<file path="src/rtl/iterative_muldiv_unit.sv">
// Multi-cycle RV32M-style multiply/divide unit: radix-2 shift-add multiply and
// restoring divide, one bit per cycle. Define MULDIV_FAST_MUL_EN for a single-cycle multiplier.
module iterative_muldiv_unit #(
    parameter int WIDTH = 32
) (
    input  logic             clk,
    input  logic             reset,
    input  logic             start_valid,
    output logic             start_ready,
    input  logic [2:0]       fn,
    input  logic [WIDTH-1:0] a,
    input  logic [WIDTH-1:0] b,
    output logic             result_valid,
    input  logic             result_ready,
    output logic [WIDTH-1:0] result,
    output logic             busy
);

    // Handshakes: a transfer happens on a rising edge where valid and ready are both high;
    // valid never depends on ready, and result/result_valid hold until the transfer.

    localparam int CNT_W = $clog2(WIDTH);
    localparam logic [CNT_W-1:0] LAST     = CNT_W'(WIDTH - 1);
    localparam logic [WIDTH-1:0] ZERO     = '0;
    localparam logic [WIDTH-1:0] ALL1     = '1;
    localparam logic [WIDTH-1:0] MIN_NEG  = {1'b1, {(WIDTH-1){1'b0}}};
    localparam logic [2*WIDTH-1:0] ZERO2  = '0;

    typedef enum logic [1:0] {IDLE, RUN, FIX, DONE} state_t;
    state_t state;

    logic [2:0]       fn_q;
    logic             neg_q;
    logic             neg_r;
    logic [CNT_W-1:0] count;
    logic [WIDTH-1:0] op_q;
    logic [WIDTH-1:0] acc_hi;
    logic [WIDTH-1:0] acc_lo;

    logic             signed_a, signed_b, sa, sb;
    logic [WIDTH-1:0] abs_a, abs_b;
    logic             div_zero, div_ovf;
    logic [WIDTH-1:0] special_res;

    always_comb begin
        signed_a    = (fn == 3'd1) || (fn == 3'd2) || (fn == 3'd4) || (fn == 3'd6);
        signed_b    = (fn == 3'd1) || (fn == 3'd4) || (fn == 3'd6);
        sa          = signed_a & a[WIDTH-1];
        sb          = signed_b & b[WIDTH-1];
        abs_a       = sa ? (ZERO - a) : a;
        abs_b       = sb ? (ZERO - b) : b;
        div_zero    = fn[2] && (b == ZERO);
        div_ovf     = fn[2] && !fn[0] && (a == MIN_NEG) && (b == ALL1);
        special_res = div_zero ? (fn[1] ? a : ALL1) : (fn[1] ? ZERO : a);
    end

`ifdef MULDIV_FAST_MUL_EN
    logic [2*WIDTH-1:0] ext_a, ext_b, fast_prod;
    always_comb begin
        ext_a     = {{WIDTH{signed_a & a[WIDTH-1]}}, a};
        ext_b     = {{WIDTH{signed_b & b[WIDTH-1]}}, b};
        fast_prod = ext_a * ext_b;
    end
`endif

    // One iteration: multiply adds op_q into the high half then shifts right;
    // divide shifts the dividend into the partial remainder and subtracts op_q.
    logic [WIDTH:0]   sum, trial;
    logic [WIDTH-1:0] step_hi, step_lo;

    always_comb begin
        sum   = {1'b0, acc_hi} + (acc_lo[0] ? {1'b0, op_q} : {1'b0, ZERO});
        trial = {acc_hi, acc_lo[WIDTH-1]} - {1'b0, op_q};
        if (!fn_q[2]) begin
            step_hi = sum[WIDTH:1];
            step_lo = {sum[0], acc_lo[WIDTH-1:1]};
        end else if (!trial[WIDTH]) begin
            step_hi = trial[WIDTH-1:0];
            step_lo = {acc_lo[WIDTH-2:0], 1'b1};
        end else begin
            step_hi = {acc_hi[WIDTH-2:0], acc_lo[WIDTH-1]};
            step_lo = {acc_lo[WIDTH-2:0], 1'b0};
        end
    end

    logic [2*WIDTH-1:0] prod_s;
    logic [WIDTH-1:0]   quo_s, rem_s, fix_res;

    always_comb begin
        prod_s = neg_q ? (ZERO2 - {acc_hi, acc_lo}) : {acc_hi, acc_lo};
        quo_s  = neg_q ? (ZERO - acc_lo) : acc_lo;
        rem_s  = neg_r ? (ZERO - acc_hi) : acc_hi;
        case (fn_q)
            3'd0:       fix_res = prod_s[WIDTH-1:0];
            3'd1, 3'd2,
            3'd3:       fix_res = prod_s[2*WIDTH-1:WIDTH];
            3'd4, 3'd5: fix_res = quo_s;
            default:    fix_res = rem_s;
        endcase
    end

    always_ff @(posedge clk) begin
        if (reset) begin
            state        <= IDLE;
            result       <= '0;
            result_valid <= 1'b0;
            fn_q         <= '0;
            neg_q        <= 1'b0;
            neg_r        <= 1'b0;
            count        <= '0;
            op_q         <= '0;
            acc_hi       <= '0;
            acc_lo       <= '0;
        end else begin
            case (state)
                IDLE: begin
                    if (start_valid) begin
                        fn_q   <= fn;
                        neg_q  <= sa ^ sb;
                        neg_r  <= sa;
                        count  <= '0;
                        op_q   <= fn[2] ? abs_b : abs_a;
                        acc_hi <= '0;
                        acc_lo <= fn[2] ? abs_a : abs_b;
                        if (div_zero || div_ovf) begin
                            result       <= special_res;
                            result_valid <= 1'b1;
                            state        <= DONE;
                        end
`ifdef MULDIV_FAST_MUL_EN
                        else if (!fn[2]) begin
                            result       <= (fn == 3'd0) ? fast_prod[WIDTH-1:0]
                                                         : fast_prod[2*WIDTH-1:WIDTH];
                            result_valid <= 1'b1;
                            state        <= DONE;
                        end
`endif
                        else begin
                            state <= RUN;
                        end
                    end
                end
                RUN: begin
                    acc_hi <= step_hi;
                    acc_lo <= step_lo;
                    count  <= count + CNT_W'(1);
                    if (count == LAST) state <= FIX;
                end
                FIX: begin
                    result       <= fix_res;
                    result_valid <= 1'b1;
                    state        <= DONE;
                end
                DONE: begin
                    if (result_ready) begin
                        result_valid <= 1'b0;
                        state        <= IDLE;
                    end
                end
                default: state <= IDLE;
            endcase
        end
    end

    assign start_ready = (state == IDLE);
    assign busy        = (state != IDLE);

endmodule

</file>
<file path="config.mk">
export PLATFORM = sky130hd
export DESIGN_NAME = iterative_muldiv_unit
export DESIGN_NICKNAME = d
export VERILOG_FILES = /design/src/rtl/iterative_muldiv_unit.sv
export SDC_FILE = /design/constraint.sdc
export NUM_CORES = 1
export LEC_CHECK = 0
export CORE_UTILIZATION = 24
export DETAILED_ROUTE_END_ITERATION = 8
export SLEW_MARGIN = 0
export SYNTH_ARGS = -nofsm -noshare
export SYNTH_HDL_FRONTEND = slang
export SYNTH_SLANG_ARGS = --single-unit
</file>
<file path="constraint.sdc">
create_clock -name clk -period 4 [get_ports clk]
set_input_delay 0.4 -clock clk [delete_from_list [all_inputs] [get_ports clk]]
set_output_delay 0.4 -clock clk [all_outputs]
set_load 0.05 [all_outputs]
</file>
[Word-level counts from Yosys, hierarchy flattened]
Cells that the tools add are included.
Storage, ports and cells
  register bits after elaboration: 141
  bits in latches: 0
  RAM bits: 0
  memory bits (read-only): 0
  input port bits: 71
  memories: 0
Cells by class
  $add $sub $neg: 8
  multiply operators: 0
  div/mod/pow operators: 0
  magnitude comparators: 0
  equal/unequal tests: 19
  shifts and indexed selects: 0
  muxes and demuxes: 34
  bitwise logic cells: 3
  reduce and logical (&&, ||, !) cells: 25
Operators by type and width (count)
  $mux 32: 17
  $pmux 32 s2: 3
  $sub 1x32->32 const A: 4
  $pmux 32 s3: 1
  $eq 32x32->1 const B: 2
  $mux 64: 1
  $sub 1x64->64 const A: 1
  $add 32x32->33: 1
  $sub 33x32->33: 1
  $logic_not 32->1: 1
  $eq 3x3->1 const B: 4
  $pmux 5 s2: 1
  $eq 3x2->1 const B: 3
  $mux 2: 4
  $pmux 2 s4: 1
  $eq 3x1->1 const B: 2
  $logic_or 1x1->1: 6
  $ne 2x2->1 const B: 3
  $reduce_and 3->1: 2
  $reduce_bool 2->1: 3
  $add 5x1->5 const B: 1
  $eq 5x5->1 const B: 1
  $mux 5: 1
  $eq 2x2->1 const B: 2
  other kinds (15): 23

[Logic depth before layout (Yosys ltp)]
Gate-level depths: netlist of the first run.
  depth in word-level cells: 9
  gate-level depth with buffers: 14
  gate-level depth less buffers: 13

[Least setup slack after synthesis of the first run]
OpenSTA, ideal clock, no wires.
  path kind: register to register
  start point: reg acc_lo[0]
  end point: reg acc_hi[26]
  setup time: 0.122 ns
  data arrival time: 2.969 ns
  required time: 3.878 ns
  slack: 0.909 ns
  stages on the path, launching flop included: 13
  path buffers: 1
  path through: dfxtp_1 -> inv_1 -> clkbuf_1 -> nor2_1 -> ha_1 -> a2111o_1 -> o2111ai_1 -> a22oi_1 -> a21oi_1 -> o21ai_0 -> a221oi_1 -> xnor2_1 -> a221o_1
On the way
  longest elaborated chain between the ends: 4
RTL lines
  start, declared: RTL line 38  | logic [WIDTH-1:0] acc_lo;
  start signal, assigned: RTL line 124  | acc_lo <= fn[2] ? abs_a : abs_b;
  start signal, assigned: RTL line 145  | acc_lo <= step_lo;
  $mux 32: RTL line 72  | sum = {1'b0, acc_hi} + (acc_lo[0] ? {1'b0, op_q} : {1'b0, ZERO});
  $add 32x32->33: RTL line 72
  $mux 32: RTL line 74  | if (!fn_q[2]) begin
  $pmux 32 s2: RTL line 115  | case (state)
  end signal, assigned: RTL line 144  | acc_hi <= step_hi;
  end, declared: RTL line 37  | logic [WIDTH-1:0] acc_hi;
No other way between the ends.
A chain may end at the register's enable or synchronous reset.

[Final worst setup path of the first run]
  start point: reg acc_lo[31]
  end point: reg acc_hi[26]
On the way
  longest elaborated chain between the ends: 4
RTL lines
  $sub 33x32->33: RTL line 73  | trial = {acc_hi, acc_lo[WIDTH-1]} - {1'b0, op_q};
  $mux 32: RTL line 77  | end else if (!trial[WIDTH]) begin
  $mux 32: RTL line 74
  $pmux 32 s2: RTL line 115
No other way between the ends.

==> flow_summary.yaml, run 1 <==
setup_path:
  slowest_delay_ns: 0.55
  critPathBufInv: 2
  worst_ep_arrival_time_ns: 3.95
  crit_slowest_cell: "o211ai_1"
  cp-start-kind: "flop"
  r2r_slack_ns: 0.42
  crit_chain: "inv_1 -> ha_1 -> fa_1 -> nand2b_1 -> a21oi_1 -> o211ai_1 -> o21ai_0 -> a21o_1 -> o21ai_4 -> buf_4 -> mux2i_1 -> nor2_1 -> a221o_1"
  reg2reg_to: "acc_hi[26]"
  cp.required_ns: 4.38
  ff2ff_path_depth: 13
  path_class: "flop to flop"
  r2r_start: "acc_lo[31]"
  path_max_fanout: 16
  cp-end-kind: "flop"
  cp_top_family: "compound AO/OA/AOI/OAI gates"
die:
  die-area_sq_mm: 0.06340
  coreArea_sq_mm: 0.06171
  die_h_microns: 251.8
  io-pin-count: 106
  row_count: 91
  initial_core_util: 0.2427
  die_x_microns: 251.8
grt:
  grt_max_degree: 59
  grt_pass1_wl_microns: 93590
  antenna_found_initial: 0
  grt.overflow.total: 0
  grt_usage: 0.1919
  grt_pass1_vias: 15260
synthesis:
  synth_edf_count: 0
  yosys_register_bits: 141
  synth_adder_area_share: 0.08606
  syn_inst: 2120
  synth_area_sq_mm: 0.01498
  synth_top_family_by_area: "compound AO/OA/AOI/OAI gates"
  ys_warn_count: 0
  synth_compound_area_frac: 0.2988
  synth_flop_cell: "dfxtp_1"
  synth_nets: 2268
  ys_seq_area_frac: 0.1885
  synthMuxAreaShare: 0.04754
  synth-simple-area-share: 0.2192
  ys_async_sr_fraction: 0
  syn-mean-instance-area_sq_um: 7.064
  synthDistinctLibCells: 82
  synth_xor_xnor_area_share: 0.1023
cts:
  post_cts_buffers: 0
  holdBufCountCts: 0
  numCtsBuffers: 17
  root_buffer: "clkbuf_16"
  tritoncts: "built"
  cts.sinks: 141
  htree_levels: 4
  clk_pin_slew_worst_paths_ns: 0.07
  worst_skew_pair.late_latency_ns: 0.48
  ctsResizeCount: 0
  clockBufferDepth: 2
power_and_ir_drop:
  share_comb_of_total_power: 0.597
  share_seq_of_total_power: 0.229
  p_leak_nw: 6.672
  clock_power_share: 0.174
  sw_frac_of_total: 0.5160
  internal_power_w: 0.004357
  ir_drop_uv: 742.3
  switching_power_w: 0.004646
  power.density_mw_per_mm2: 506.1
drt:
  dr.pass1.iters: 8
  wl_per_cell_microns: 20.49
  via_count: 16690
  routed_wl_microns: 62250
  avgViaCountPerCell: 5.493
  drt_iter0_drc: 1678
  ant_nets: 0
  drc: 0
sta:
  setup_viol: 0
  relSlewSlack: 0.3817
  slew_violations: 0
  period_minus_slack_ns: 3.577
  fin_crit_sh: 0.8942
  fin_worst_skew_ns: 0.01365
  worst_pin_slew_ns: 0.9213
  fmax_ghz: 0.2796
  fin_setup_tns_ns: 0
  rsz0062_at_grt: "false"
  hold_viol: 0
job:
  cap_violations: 0
layout:
  area_growth_syn_to_layout_pct: 18.78
  nets: 2337
  antenna_cells: 0
  drive_gt1_frac: 0.07951
  layout.area.seq_sq_mm: 0.002825
  fillers: 6872
  mostFrequentLayoutCell: "nor2_1"
  multi_input_area_sq_mm: 0.01133
  final_cell_mix: "258 x nor2_1, 201 x a21oi_1, 200 x nand2_1"
  fin_cells: 3038
placed_design:
  gp_congestion: 0.9763
  dp_hpwl_microns: 48380
  port_buffers: 105
  placed_cells: 3007
min_path:
  holdPathEnd: "op_q[27]"
  holdPathStages: 2
  min_from: "reset"
  hold_class: "primary input to flop"
run_status:
  status: "finished, final reports clean"
power by group through the flow:
stage,clock (W),combinational (W),sequential [W]
global placement,0,0.00522,0.00207
detailed placement,0,0.00521,0.00207
CTS,0.00160,0.00524,0.00204
finish,0.00157,0.00537,0.00206
global route,0.00164,0.00577,0.00209
floorplan,0,0.00353,0.00197
Yosys cell counts, drive strengths merged (37+ instances only):
library cell    n  area share
nor3           61       0.020
nand3          37       0.012
xor2           96       0.056
clkbuf        124       0.031
a21oi         202       0.068
xnor2          79       0.046
dfxtp         141        0.19
nand2         201       0.051
ha             75       0.063
o21ai         145       0.048
inv            72       0.018
mux2i          52       0.035
nor2          259       0.065
a211oi         64       0.032
worst max path at each step:
stage          startpoint    endpoint  slack [ns]  cells past startpoint
2_1_floorplan   acc_lo[0]  acc_hi[26]        0.91                     12
3_3_place_gp        b[21]  result[28]        0.25                      9
3_5_place_dp         a[0]  result[28]        0.23                     11
4_1_cts        acc_lo[31]  acc_hi[26]        0.47                     13
5_1_grt         acc_lo[0]  acc_hi[28]        0.15                     14
6_report       acc_lo[31]  acc_hi[26]        0.42                     13
registers in the layout (all words and copies together) (netlist names):
register / flops
acc_hi: 32
fn_q: 3
neg_r: 1
state: 2
op_q: 32
result: 32
result_valid: 1
neg_q: 1
acc_lo: 32
count: 5
final cells by class:
type	instances	share of cell area
Sequential cell	141	0.1588
Timing Repair Buffer	202	0.09960
Clock inverter	13	0.006612
Tap cell	837	0.05887
Clock buffer	18	0.02413
Multi-Input combinational cell	1755	0.6368
Inverter	72	0.01519
layer usage:
metal | vias up | wire, microns | global-route usage | share of wire
li1 | 7930 | - | - | -
met1 | 7807 | 27200 | 0.2547 | 0.44
met2 | 790 | 26490 | 0.2874 | 0.43
met3 | 161 | 4882 | 0.03735 | 0.078
met4 | 0 | 3687 | 0.1124 | 0.059
met5 | - | 0 | 0 | 0
cells by family (layout without fill, tap and decap cells):
kind of cell	Yosys count	after routing
AOI/OAI and AO/OA	691	691
xor gates and xnor gates	175	175
adders and majority gates	108	108
buffers and inverters	224	305
DFF	141	141
muxes	69	69
and+or+nand+nor	712	712
through the flow:
stage          utilization  power (W)  worst slack (ns)  area [sq um]  hold slack, ns
2_1_floorplan            -   0.005495            0.9087         14980          0.4319
3_3_place_gp        0.2794   0.007289            0.2549         17240          0.4411
3_5_place_dp        0.2794   0.007287            0.2329         17240          0.4482
4_1_cts             0.2882   0.008886            0.4740         17790          0.3632
5_1_grt             0.2882   0.009500            0.1530         17790          0.4100
6_report            0.2882   0.009003            0.4232         17790          0.3918
Power figures use the tool's default switching activity.
==> inputs of run 2 (changes only) <==
--- a/config.mk
+++ b/config.mk
@@ -5,8 +5,10 @@
 export SDC_FILE = /design/constraint.sdc
 export NUM_CORES = 1
 export LEC_CHECK = 0
+export CORE_ASPECT_RATIO = 0.75
 export CORE_UTILIZATION = 24
 export DETAILED_ROUTE_END_ITERATION = 8
+export SETUP_SLACK_MARGIN = 0.3
 export SLEW_MARGIN = 0
 export SYNTH_ARGS = -nofsm -noshare
 export SYNTH_HDL_FRONTEND = slang
==> run 2 against run 1 <==
Against the previous run:
- clock skew down 0.0024 ns
- routed wire length up 9.8%
- combinational power rose by 7.1%
- power increased by 5.3%
- largest power group unchanged
==> flow_summary.yaml, run 2 (same netlist as run 1, synthesis figures left out) <==
run_status:
  status: "finished, final reports clean"
cts:
  cts.sinks: 141
  tritoncts: "built"
  clk_pin_slew_worst_paths_ns: 0.07
  worst_skew_pair.late_latency_ns: 0.46
  holdBufCountCts: 0
  clockBufferDepth: 2
  numCtsBuffers: 17
  root_buffer: "clkbuf_16"
  post_cts_buffers: 0
  htree_levels: 4
power_and_ir_drop:
  ir_drop_uv: 433.3
  p_leak_nw: 6.920
  p_total_w: 0.009484
  power.density_mw_per_mm2: 522.2
drt:
  dr_wl_met2_microns: 24910
  drc: 0
  avgViaCountPerCell: 5.699
  ant_nets: 0
  dr.pass1.iters: 6
  via_count: 17340
  wl_met3_microns: 10070
  wl_met1_microns: 32270
  drt_iter0_drc: 2786
  wl_per_cell_microns: 22.46
  routed_wl_microns: 68350
  maxUsedRoutingLayer: "met5"
setup_path:
  cp.required_ns: 4.33
  cp-start-kind: "flop"
  path_class: "flop to flop"
  cp-end-kind: "flop"
  path_max_fanout: 7
  worst_ep_arrival_time_ns: 3.87
layout:
  final_cell_mix: "258 x nor2_1, 200 x nand2_1, 199 x a21oi_1"
  fillers: 6672
  antenna_cells: 0
  nets: 2378
  mostFrequentLayoutCell: "nor2_1"
  area_growth_syn_to_layout_pct: 21.28
  fin_cells: 3043
  drive_gt1_frac: 0.1003
die:
  coreArea_sq_mm: 0.06109
  row_count: 78
  die_h_microns: 218.3
  die_x_microns: 290.4
  io-pin-count: 106
  initial_core_util: 0.2451
  die-area_sq_mm: 0.06341
min_path:
  hold_class: "primary input to flop"
sta:
  worst_pin_slew_ns: 1.012
  slew_violations: 0
  period_minus_slack_ns: 3.545
  fmax_ghz: 0.2821
  hold_viol: 0
  fin_crit_sh: 0.8863
  setup_viol: 0
  relSlewSlack: 0.3237
  fin_setup_tns_ns: 0
  rsz0062_at_grt: "true"
  fin_worst_skew_ns: 0.01129
grt:
  grt_max_degree: 59
  grt_pass1_wl_microns: 99270
  grt_pass1_vias: 14980
  grt.overflow.total: 0
  grt_usage: 0.2070
  antenna_found_initial: 2
placed_design:
  dp_hpwl_microns: 54090
  gp_congestion: 1.015
  port_buffers: 105
  placed_cells: 3011
job:
  cap_violations: 0
run 2: area by class of cell:
class                   instances  area, sq um  area share
clock buffers                  18        439.2     0.02418
clock inverters                14        152.6    0.008405
inverters                      72        274.0     0.01509
multi-input cells            1755        11350      0.6250
flip-flops and latches        141         2826      0.1556
well taps                     800         1001     0.05511
repair buffers                243         2117      0.1166
run 2: stage by stage:
stage	hold slack [ns]	area, sq um	worst slack (ns)	utilization
6_report	0.4275	18160	0.4549	0.2973
3_5_place_dp	0.4495	17540	0.1587	0.2871
2_1_floorplan	0.4319	14980	0.9087	-
5_1_grt	0.4676	18160	0.2960	0.2973
3_3_place_gp	0.4432	17540	0.2180	0.2871
4_1_cts	0.4395	18130	0.3793	0.2968
run 2: per-layer routing:
layer,up-vias,track usage
li1,8016,-
met1,8151,0.3214
met2,1076,0.2632
met3,94,0.07139
met4,4,0.04021
met5,-,0
run 2: worst max-delay path: stages, from the launching register on:
cell and delay [ns]:
dfxtp_1 0.31, or3_1 0.51, or4_1 0.79, nor4_4 0.59, nand2_2 0.22, o31ai_2 0.24
xnor2_1 0.10, a222oi_1 0.50, o21ai_1 0.13
run 2: where the power goes:
group	leakage, nW	internal, W	total, W	switching, W
Combinational	5.48	0.00195	0.00575	0.00380
Sequential	1.15	0.00167	0.00204	0.000370
Clock	0.286	0.000899	0.00169	0.000795
run 2: repair_timing:
action | 4_1_cts | 5_1_grt
gates resized for setup | 0 | 7
endpoints found under the setup margin | 0 | 26
hold endpoints to repair | 0 | 0
run 2: path summary, 6_finish.rpt:
path,from,end,slack (ns),cells past startpoint
worst max-delay path,acc_lo[9],result[21],0.45,8
worst min-delay path,reset,result[30],0.43,2
worst max register to register,acc_lo[9],result[21],0.45,8
worst min register to register,op_q[9],op_q[9],0.45,2
==> inputs of run 3 (changes only) <==
--- a/config.mk
+++ b/config.mk
@@ -5,6 +5,8 @@
 export SDC_FILE = /design/constraint.sdc
 export NUM_CORES = 1
 export LEC_CHECK = 0
+export ABC_AREA = 1
+export CAP_MARGIN = 20
 export CORE_ASPECT_RATIO = 0.75
 export CORE_UTILIZATION = 24
 export DETAILED_ROUTE_END_ITERATION = 8
==> run 3 against run 2 <==
Against the previous run:
- design area up 16%
- die area up 22%
- clock skew up 0.0065 ns
==> flow_summary.yaml, run 3 <==
run_status:
  status: "finished, final reports clean"
grt:
  grt_usage: 0.2314
  grt_max_degree: 74
  grt_pass1_wl_microns: 133300
  grt_pass1_vias: 19890
  grt.overflow.total: 0
  antenna_found_initial: 0
synthesis:
  syn-mean-instance-area_sq_um: 5.420
  ys_warn_count: 0
  ys_seq_area_frac: 0.1539
  syn_inst: 3384
  synth_area_sq_mm: 0.01834
  synth_top_area_frac: 0.2045
  synth.area.top_cells: "nand2_1 20%, dfxtp_1 15%, inv_1 9.3%, nand3_1 7.9%, a21oi_1 7.1%"
  synth_nets: 3532
  synth_edf_count: 0
  ys_async_sr_fraction: 0
  yosys.area.top_type: "nand2_1"
  synthTopCellsByCount: "999 x nand2_1, 452 x inv_1, 347 x nor2_1"
  yosysMostFrequentCell: "nand2_1"
  yosys_register_bits: 141
  synthDistinctLibCells: 56
  synth_flop_cell: "dfxtp_1"
sta:
  rsz0062_at_grt: "false"
  fin_setup_tns_ns: 0
  slew_violations: 0
  period_minus_slack_ns: 3.290
  relSlewSlack: 0.3391
  setup_viol: 0
  fin_worst_skew_ns: 0.01780
  fin_crit_sh: 0.8225
  hold_viol: 0
  worst_pin_slew_ns: 0.9914
  fmax_ghz: 0.3040
setup_path:
  path_class: "flop to flop"
  cp.required_ns: 4.37
  worst_ep_arrival_time_ns: 3.66
  cp-end-kind: "flop"
  cp-start-kind: "flop"
  path_max_fanout: 23
cts:
  root_buffer: "clkbuf_16"
  tritoncts: "built"
  clk_pin_slew_worst_paths_ns: 0.07
  worst_skew_pair.late_latency_ns: 0.46
  ctsResizeCount: 0
  post_cts_buffers: 0
  cts.sinks: 141
  htree_levels: 4
  numCtsBuffers: 17
  clockBufferDepth: 2
  holdBufCountCts: 0
power_and_ir_drop:
  ir_drop_uv: 373.7
  internal_power_w: 0.005596
  clock_power_share: 0.118
  sw_frac_of_total: 0.6167
  share_seq_of_total_power: 0.162
  p_leak_nw: 9.847
  share_comb_of_total_power: 0.720
  power.density_mw_per_mm2: 691.9
  switching_power_w: 0.009004
drt:
  routed_wl_microns: 93080
  avgViaCountPerCell: 5.209
  ant_nets: 0
  wl_per_cell_microns: 20.83
  drc: 0
  dr.pass1.iters: 7
  via_count: 23280
  drt_iter0_drc: 3391
die:
  die_x_microns: 321.2
  row_count: 87
  initial_core_util: 0.2431
  die-area_sq_mm: 0.07754
  coreArea_sq_mm: 0.07544
  die_h_microns: 241.4
  io-pin-count: 106
placed_design:
  placed_cells: 4435
  gp_congestion: 1.058
  dp_hpwl_microns: 76530
  port_buffers: 105
layout:
  final_util: 0.2797
  final_cell_mix: "999 x nand2_1, 452 x inv_1, 345 x nor2_1"
  fin_cells: 4469
  mostFrequentLayoutCell: "nand2_1"
  nets: 3579
  drive_gt1_frac: 0.06156
  area_growth_syn_to_layout_pct: 15.06
job:
  cap_violations: 0
min_path:
  hold_class: "flop to flop"
## run 3: changes by cell type in the layout (fill, tap and decap cells not counted), moves of 34 or more
cell and delta:
a211oi_1 -59, mux2i_1 -52, nand3_1 +254, nand2_1 +799, inv_1 +383, xor2_1 -48, xnor2_1 -65, buf_4 -84
nor2_1 +87, a21oi_1 +61, o21ai_0 +84, o21ai_1 +34
## run 3: area by class of cell
type | instances | area (sq um)
Fill cell | 8677 | 54330
Multi-Input combinational cell | 2634 | 13150
Sequential cell | 141 | 2825
Inverter | 480 | 1802
Timing Repair Buffer | 157 | 1436
Tap cell | 1023 | 1280
Clock buffer | 17 | 425.4
Clock inverter | 15 | 178.9
Antenna cell | 2 | 5.005
## run 3: routing by layer
| metal | track usage | share of wire |
|---|---|---|
| met1 | 0.3491 | 0.45 |
| met2 | 0.3095 | 0.38 |
| met3 | 0.07198 | 0.14 |
| met4 | 0.05382 | 0.024 |
| met5 | 0 | 0 |
## run 3: worst paths after layout
path                                   start      endpoint  slack, ns  depth (start not counted)
worst min-delay path            result_valid  result_valid       0.45                          2
worst min register to register  result_valid  result_valid       0.45                          2
worst max-delay path              acc_lo[31]     acc_hi[9]       0.71                         18
worst max register to register    acc_lo[31]     acc_hi[9]       0.71                         18
## run 3: stage by stage
step	hold WS, ns	power, W	instance area, sq um	setup slack, ns
final	0.4548	0.01460	21100	0.7101
after global routing	0.4886	0.01545	21100	0.4732
after CTS	0.4577	0.01418	21100	0.8470
after detailed placement	0.4465	0.01245	20490	0.7856
after global placement	0.4478	0.01247	20490	0.8307
after floorplan	0.4453	0.009099	18340	1.358
## run 3: power by group through the flow
stage                     Combinational [W]  Clock [W]  Sequential, W
final                                0.0105    0.00173        0.00236
after global routing                 0.0113    0.00178        0.00239
after CTS                            0.0101    0.00172        0.00233
after detailed placement             0.0101          0        0.00236
after global placement               0.0101          0        0.00236
after floorplan                     0.00654          0        0.00256
## run 3: kinds of logic after synthesis
family          count (synthesis)  synth area share
compound gates                643            0.1931
xor+xnor                       62           0.02961
fa+ha+maj                      77           0.05335
buf+inv                       609            0.1298
flops                         141            0.1539
simple gates                 1852            0.4402
## run 3: worst max-delay path, cell delays in order, from the launching register on
cell and delay (ns):
dfxtp_1 0.49, inv_1 0.16, ha_1 0.25, fa_1 0.38, inv_1 0.23, nand2_1 0.16
nand2_1 0.10, nand3_1 0.08, nand2_2 0.12, nand2_4 0.06, nand2_4 0.07, nand2_4 0.09
nand2_4 0.11, nand2_2 0.15, nand2_4 0.33, nand2_1 0.08, nand3_1 0.08, nand3_1 0.08
a21oi_1 0.16
